<file path="src/rtl/ex_hazard_ctrl.sv">
// Execute-stage hazard controller: forwarding selects, load-use bubbles,
// branch flushes and memory-busy freeze for the five-stage pipeline.
module ex_hazard_ctrl #(
  parameter int         CNT_W       = 32,
  parameter logic [1:0] WB_SEL_LOAD = 2'b01
) (
  input  logic             clk,
  input  logic             rst,
  input  logic             i_id_valid,
  input  logic [4:0]       i_id_rs1,
  input  logic [4:0]       i_id_rs2,
  input  logic             i_id_rs1_used,
  input  logic             i_id_rs2_used,
  input  logic [4:0]       i_id_rd,
  input  logic             i_id_wb_en,
  input  logic [1:0]       i_id_wb_sel,
  input  logic             i_ex_do_branch,
  input  logic             i_mem_busy,
  output logic             o_pc_en,
  output logic             o_ifid_en,
  output logic             o_ifid_flush,
  output logic             o_idex_flush,
  output logic [1:0]       o_r1_fw_sel,
  output logic [1:0]       o_r2_fw_sel,
  output logic [CNT_W-1:0] o_stall_cnt,
  output logic [CNT_W-1:0] o_flush_cnt
);

  localparam logic [1:0] SEL_RF  = 2'd0;
  localparam logic [1:0] SEL_MEM = 2'd1;
  localparam logic [1:0] SEL_WB  = 2'd2;

  // A used source operand hits a slot that will write a nonzero register.
  function automatic logic src_hit(input logic       src_ok,
                                   input logic [4:0] slot_rd,
                                   input logic       used,
                                   input logic [4:0] rs);
    return src_ok & used & (slot_rd == rs);
  endfunction

  // EX slot carries load type; for MEM only its hazard-source status matters.
  // Nothing is tracked past MEM because the register file is write-before-read.
  logic       ex_valid_q, ex_valid_d;
  logic [4:0] ex_rd_q, ex_rd_d;
  logic       ex_wb_en_q, ex_wb_en_d;
  logic       ex_load_q, ex_load_d;
  logic       mem_src_q, mem_src_d;
  logic [4:0] mem_rd_q, mem_rd_d;
  logic [1:0] r1_sel_q, r1_sel_d;
  logic [1:0] r2_sel_q, r2_sel_d;
  logic [CNT_W-1:0] stall_cnt_q, stall_cnt_d;
  logic [CNT_W-1:0] flush_cnt_q, flush_cnt_d;

  logic ex_src_s;
  logic load_use_s;
  logic branch_s;
  logic stall_s;

  assign ex_src_s   = ex_valid_q & ex_wb_en_q & (ex_rd_q != 5'd0);
  assign load_use_s = i_id_valid & ex_load_q &
                      (src_hit(ex_src_s, ex_rd_q, i_id_rs1_used, i_id_rs1) |
                       src_hit(ex_src_s, ex_rd_q, i_id_rs2_used, i_id_rs2));
  assign branch_s   = ~i_mem_busy & i_ex_do_branch;
  assign stall_s    = ~i_mem_busy & ~i_ex_do_branch & load_use_s;

  // Pipeline enables and flushes, prioritised freeze > branch > load-use.
  always_comb begin
    o_pc_en      = 1'b1;
    o_ifid_en    = 1'b1;
    o_ifid_flush = 1'b0;
    o_idex_flush = 1'b0;
    if (i_mem_busy) begin
      o_pc_en   = 1'b0;
      o_ifid_en = 1'b0;
    end else if (i_ex_do_branch) begin
      o_ifid_flush = 1'b1;
      o_idex_flush = 1'b1;
    end else if (load_use_s) begin
      o_pc_en      = 1'b0;
      o_ifid_en    = 1'b0;
      o_idex_flush = 1'b1;
    end else begin
      o_pc_en = 1'b1;
    end
  end

  // Next slot contents, forwarding selects and counters.
  always_comb begin
    ex_valid_d  = ex_valid_q;
    ex_rd_d     = ex_rd_q;
    ex_wb_en_d  = ex_wb_en_q;
    ex_load_d   = ex_load_q;
    mem_src_d   = mem_src_q;
    mem_rd_d    = mem_rd_q;
    r1_sel_d    = r1_sel_q;
    r2_sel_d    = r2_sel_q;
    stall_cnt_d = stall_cnt_q;
    flush_cnt_d = flush_cnt_q;
    if (!i_mem_busy) begin
      mem_src_d = ex_src_s;
      mem_rd_d  = ex_rd_q;
      if (branch_s || stall_s) begin
        ex_valid_d = 1'b0;
        ex_rd_d    = 5'd0;
        ex_wb_en_d = 1'b0;
        ex_load_d  = 1'b0;
        r1_sel_d   = SEL_RF;
        r2_sel_d   = SEL_RF;
        if (branch_s) begin
          flush_cnt_d = flush_cnt_q + CNT_W'(1);
        end else begin
          stall_cnt_d = stall_cnt_q + CNT_W'(1);
        end
      end else begin
        ex_valid_d = i_id_valid;
        ex_rd_d    = i_id_rd;
        ex_wb_en_d = i_id_wb_en;
        ex_load_d  = (i_id_wb_sel == WB_SEL_LOAD);
        if (src_hit(ex_src_s, ex_rd_q, i_id_rs1_used, i_id_rs1)) begin
          r1_sel_d = SEL_MEM;
        end else if (src_hit(mem_src_q, mem_rd_q, i_id_rs1_used, i_id_rs1)) begin
          r1_sel_d = SEL_WB;
        end else begin
          r1_sel_d = SEL_RF;
        end
        if (src_hit(ex_src_s, ex_rd_q, i_id_rs2_used, i_id_rs2)) begin
          r2_sel_d = SEL_MEM;
        end else if (src_hit(mem_src_q, mem_rd_q, i_id_rs2_used, i_id_rs2)) begin
          r2_sel_d = SEL_WB;
        end else begin
          r2_sel_d = SEL_RF;
        end
      end
    end else begin
      ex_valid_d = ex_valid_q;
    end
  end

  // State registers; a reset abandons any bubble in progress.
  always_ff @(posedge clk or posedge rst) begin
    if (rst) begin
      ex_valid_q  <= 1'b0;
      ex_rd_q     <= 5'd0;
      ex_wb_en_q  <= 1'b0;
      ex_load_q   <= 1'b0;
      mem_src_q   <= 1'b0;
      mem_rd_q    <= 5'd0;
      r1_sel_q    <= SEL_RF;
      r2_sel_q    <= SEL_RF;
      stall_cnt_q <= '0;
      flush_cnt_q <= '0;
    end else begin
      ex_valid_q  <= ex_valid_d;
      ex_rd_q     <= ex_rd_d;
      ex_wb_en_q  <= ex_wb_en_d;
      ex_load_q   <= ex_load_d;
      mem_src_q   <= mem_src_d;
      mem_rd_q    <= mem_rd_d;
      r1_sel_q    <= r1_sel_d;
      r2_sel_q    <= r2_sel_d;
      stall_cnt_q <= stall_cnt_d;
      flush_cnt_q <= flush_cnt_d;
    end
  end

  assign o_r1_fw_sel = r1_sel_q;
  assign o_r2_fw_sel = r2_sel_q;
  assign o_stall_cnt = stall_cnt_q;
  assign o_flush_cnt = flush_cnt_q;

endmodule

</file>
<file path="config.mk">
export PLATFORM = sky130hd
export DESIGN_NAME = ex_hazard_ctrl
export DESIGN_NICKNAME = d
export VERILOG_FILES = /design/src/rtl/ex_hazard_ctrl.sv
export SDC_FILE = /design/constraint.sdc
export NUM_CORES = 1
export LEC_CHECK = 0
export BUFFER_PORTS_ARGS = -buffer_cell sky130_fd_sc_hd__clkbuf_2
export CAP_MARGIN = 20
export CORE_MARGIN = 5
export CORE_UTILIZATION = 39
export DETAILED_ROUTE_END_ITERATION = 8
export PLACE_DENSITY = 0.57
export SLEW_MARGIN = 5
export SYNTH_ARGS = -nofsm -noshare
export SYNTH_HDL_FRONTEND = slang
export SYNTH_SLANG_ARGS = --single-unit
</file>
<file path="constraint.sdc">
create_clock -name clk -period 4.36 [get_ports clk]
set_input_delay 0.654 -clock clk [delete_from_list [all_inputs] [get_ports clk]]
set_output_delay 0.654 -clock clk [all_outputs]
set_load 0.01 [all_outputs]
</file>
==> impl_results.md <==
- Fin. Hold Viols: 0
- Sequential area share after synthesis: 0.511
- DRT iter0 DRCs: 113
- Top FF cell, synth: dfrtp_1
- FF-to-FF setup slack: 1.79 ns
- Top-count cell post-synth: dfrtp_1
- Async set or reset register ratio after synthesis: 1.00
- Layout area overhead: 19.8%
- Top cells by area, synth: dfrtp_1 51%, xor2_1 11%, xnor2_1 7.0%
- Critical path arrival: 2.73 ns
- Skew final: 0.00749 ns
- Maximum clock path buffer count: 2
- Net Sw Frac: 0.279
- Post-Syn Instances: 355
- Type of origin of the critical path: flop
- CTS tree: built
- Slew @ Worst Pin: 0.807 ns
- Slew headroom: 0.462
- Io pins: 97
- Fmax achieved: 295 MHz
- RSZ-0062 raised after global routing: false
- Unique masters post-synth: a little over 40
- DRC viols: 0
- Part of the cycle the worst path needs: 0.777
- First-pass GRT wire length: 15300 um
- FF-to-FF End: o_stall_cnt[1]
- Synth warn: 0
- Row cnt: 37
- H-Tree Depth: 3
- Max FO, Critical Path: 20
- Crit end category: output port
- Starting Density: 0.394
- Period minus WS final: 3.39 ns
- Root Buffer: clkbuf_8
- Power Density: 312 mW/mm2
- Maxcap violations: 0
- Clock sinks: 82
- #FFs+latches synth: 82
- Nets: 481
- Setup_tns: 0 ns
- Comb power frac: 0.118
- Initial antenna violation count: 0
- Mapped cell area: 0.00402 mm2
- Drt pass-1 iters: 5
- Worst Hold Class: input port to asynchronous set/reset pin
- Top cells by count, synth: 82 x dfrtp_1, 50 x xor2_1, 32 x xnor2_1
- R2R cell count: 6
- Area leader, netlist: dfrtp_1
- CTS Hold Bufs: 0
- Critical path class: flop to output port
- Port Buffers: 96
- Antenna viol nets, final: 0
- Vias: 3072
- Setup Buffers After CTS: 0
- CTS buffer count: 9
- Diode count: 0
- Chip height: 111 um
- Yosys top cell area share: 0.511
- LEAKAGE: 0.00246 uW
- Total power: approximately 1500 uW
- Worst-path clk slew: 0.08 ns
- Flop pwr share: 0.564
- Slew Limit Fails: 0
- Detailed placement HPWL: about 6900 um
- Global Route Usage Sum: 0.150
- Critical Path Max Stage Delay: ~0.47 ns
- Vias in the first global route: 2999
- Clock network power share: 0.319
- Run status: complete, no violations
- Die area: 0.0124 mm2
- Chip width: 111 um
- Slowest stage cell, crit path: dfrtp_1
- Maximum VDD drop: 0.248 mV
- Final setup fails: 0
- Largest net degree at the start of global routing: between 50 and 60
- Drt wl/cell: between 15 and 20 um
- Switching Power: approximately 420 uW
- Reg2reg start: ex_rd_q[0]
- Critical Path RT: 3.71 ns
- Grt ovf: 0
- Core Footprint: 0.0102 mm2
- Syn Nets: 382
- Layout cell share with drive strength beyond 1: 0.294
- Crit path cell chain: xor2_1, nor4_2, a32oi_2, buf_4, nor2_1, or2_1, clkbuf_2
- GP Congestion: 0.837
- Clk_lat worst skew: 0.35 ns
- Crit path launch: ex_rd_q[0]
- Internal: between 1000 and 1500 uW
- Cts repair resizes: 0
- Number of synthesized flops with an enable pin: 0
- Filler instances: 1017
- Vias per inst: 5.16
- Routed WL: 9300 um
- Mapped Avg Cell Area: 11.3 um2
-- flip-flops by register name, indices dropped and copies added (netlist names), 2 cells and up --
name and count:
o_r1_fw_sel 2, o_stall_cnt 32, ex_rd_q 5, mem_rd_q 5, o_r2_fw_sel 2, o_flush_cnt 32
-- cell type report --
| type | count | area (um2) | share of cell area |
|---|---|---|---|
| clock buffer | 10 | 128 | 0.0265 |
| clock inverter | 6 | 33.8 | 0.00703 |
| inverter | 4 | 16.3 | 0.00338 |
| multi-input combinational | 257 | 1890 | 0.392 |
| sequential | 82 | 2050 | 0.427 |
| tap | 136 | 170 | 0.0354 |
| timing repair buffer | 100 | 523 | 0.109 |
-- cells in the final DEF (no fill, tap or decap), types with 3 or more instances in the layout --
master	netlist	final
clkbuf_2	0	96
dfrtp_1	82	82
xor2_1	50	50
xnor2_1	32	32
nand2_1	27	27
nand3_1	23	23
nand4_1	20	20
and3_1	12	12
nor4_2	11	11
nor3_1	11	11
nor2_1	10	10
clkbuf_8	0	9
and4_1	8	8
mux2_2	6	6
a22o_1	6	6
clkinv_2	0	6
and2_1	5	5
nor4_1	5	5
nor3b_1	4	4
nand3b_1	3	3
inv_1	4	3
buf_4	1	3
-- routing by layer --
metal | global-route usage | wire (um) | vias up
met5 | 0 | 0 | -
met4 | 0.0373 | 123 | 0
met3 | 0.0457 | 390 | 9
met2 | 0.246 | 4440 | 64
met1 | 0.197 | 4340 | 1525
li1 | - | - | 1474
-- logic make-up after synthesis --
kind of cell | synth area share
DFF | 0.511
AOI/OAI and AO/OA | 0.0374
adders and majority gates | 0.00623
and+or+nand+nor | 0.227
muxes | 0.0196
xor gates and xnor gates | 0.179
buffers and inverters | 0.0193
-- power groups by stage --
stage                     clock [uW]  combinational [uW]  sequential (uW)
after CTS                        500                 178              846
after global routing             528                 197              853
final                            478                 176              846
after detailed placement           0                 178              860
after global placement             0                 175              859
after floorplan                    0                 101              863
-- worst max-delay path: cells and delay by family, from the launching register on --
family	cells	cell delay, ns
AND/OR/NAND/NOR	3	0.85
buffers and inverters	2	0.48
AO/OA/AOI/OAI	1	0.39
XOR/XNOR	1	0.21
flip-flops	1	0.47
-- through the flow --
stage	utilization	setup slack [ns]	hold slack, ns	area [um2]	cells
4_1_cts	0.470	0.900	0.483	4790	594
5_1_grt	0.472	0.758	0.235	4810	595
6_report	0.472	0.972	0.231	4810	595
3_3_place_gp	0.454	1.05	0.459	4630	578
2_1_floorplan	-	1.60	0.453	4020	355
3_5_place_dp	0.454	1.02	0.472	4630	578
-- worst max path at each step --
stage / endpoint / slack (ns) / depth (start not counted)
3_3_place_gp: o_idex_flush / 1.05 / 8
3_5_place_dp: o_idex_flush / 1.02 / 8
6_report: o_idex_flush / 0.97 / 7
4_1_cts: o_idex_flush / 0.90 / 7
5_1_grt: o_idex_flush / 0.76 / 7
2_1_floorplan: ex_load_q / 1.60 / 1
(Power assumes the default switching activity.)
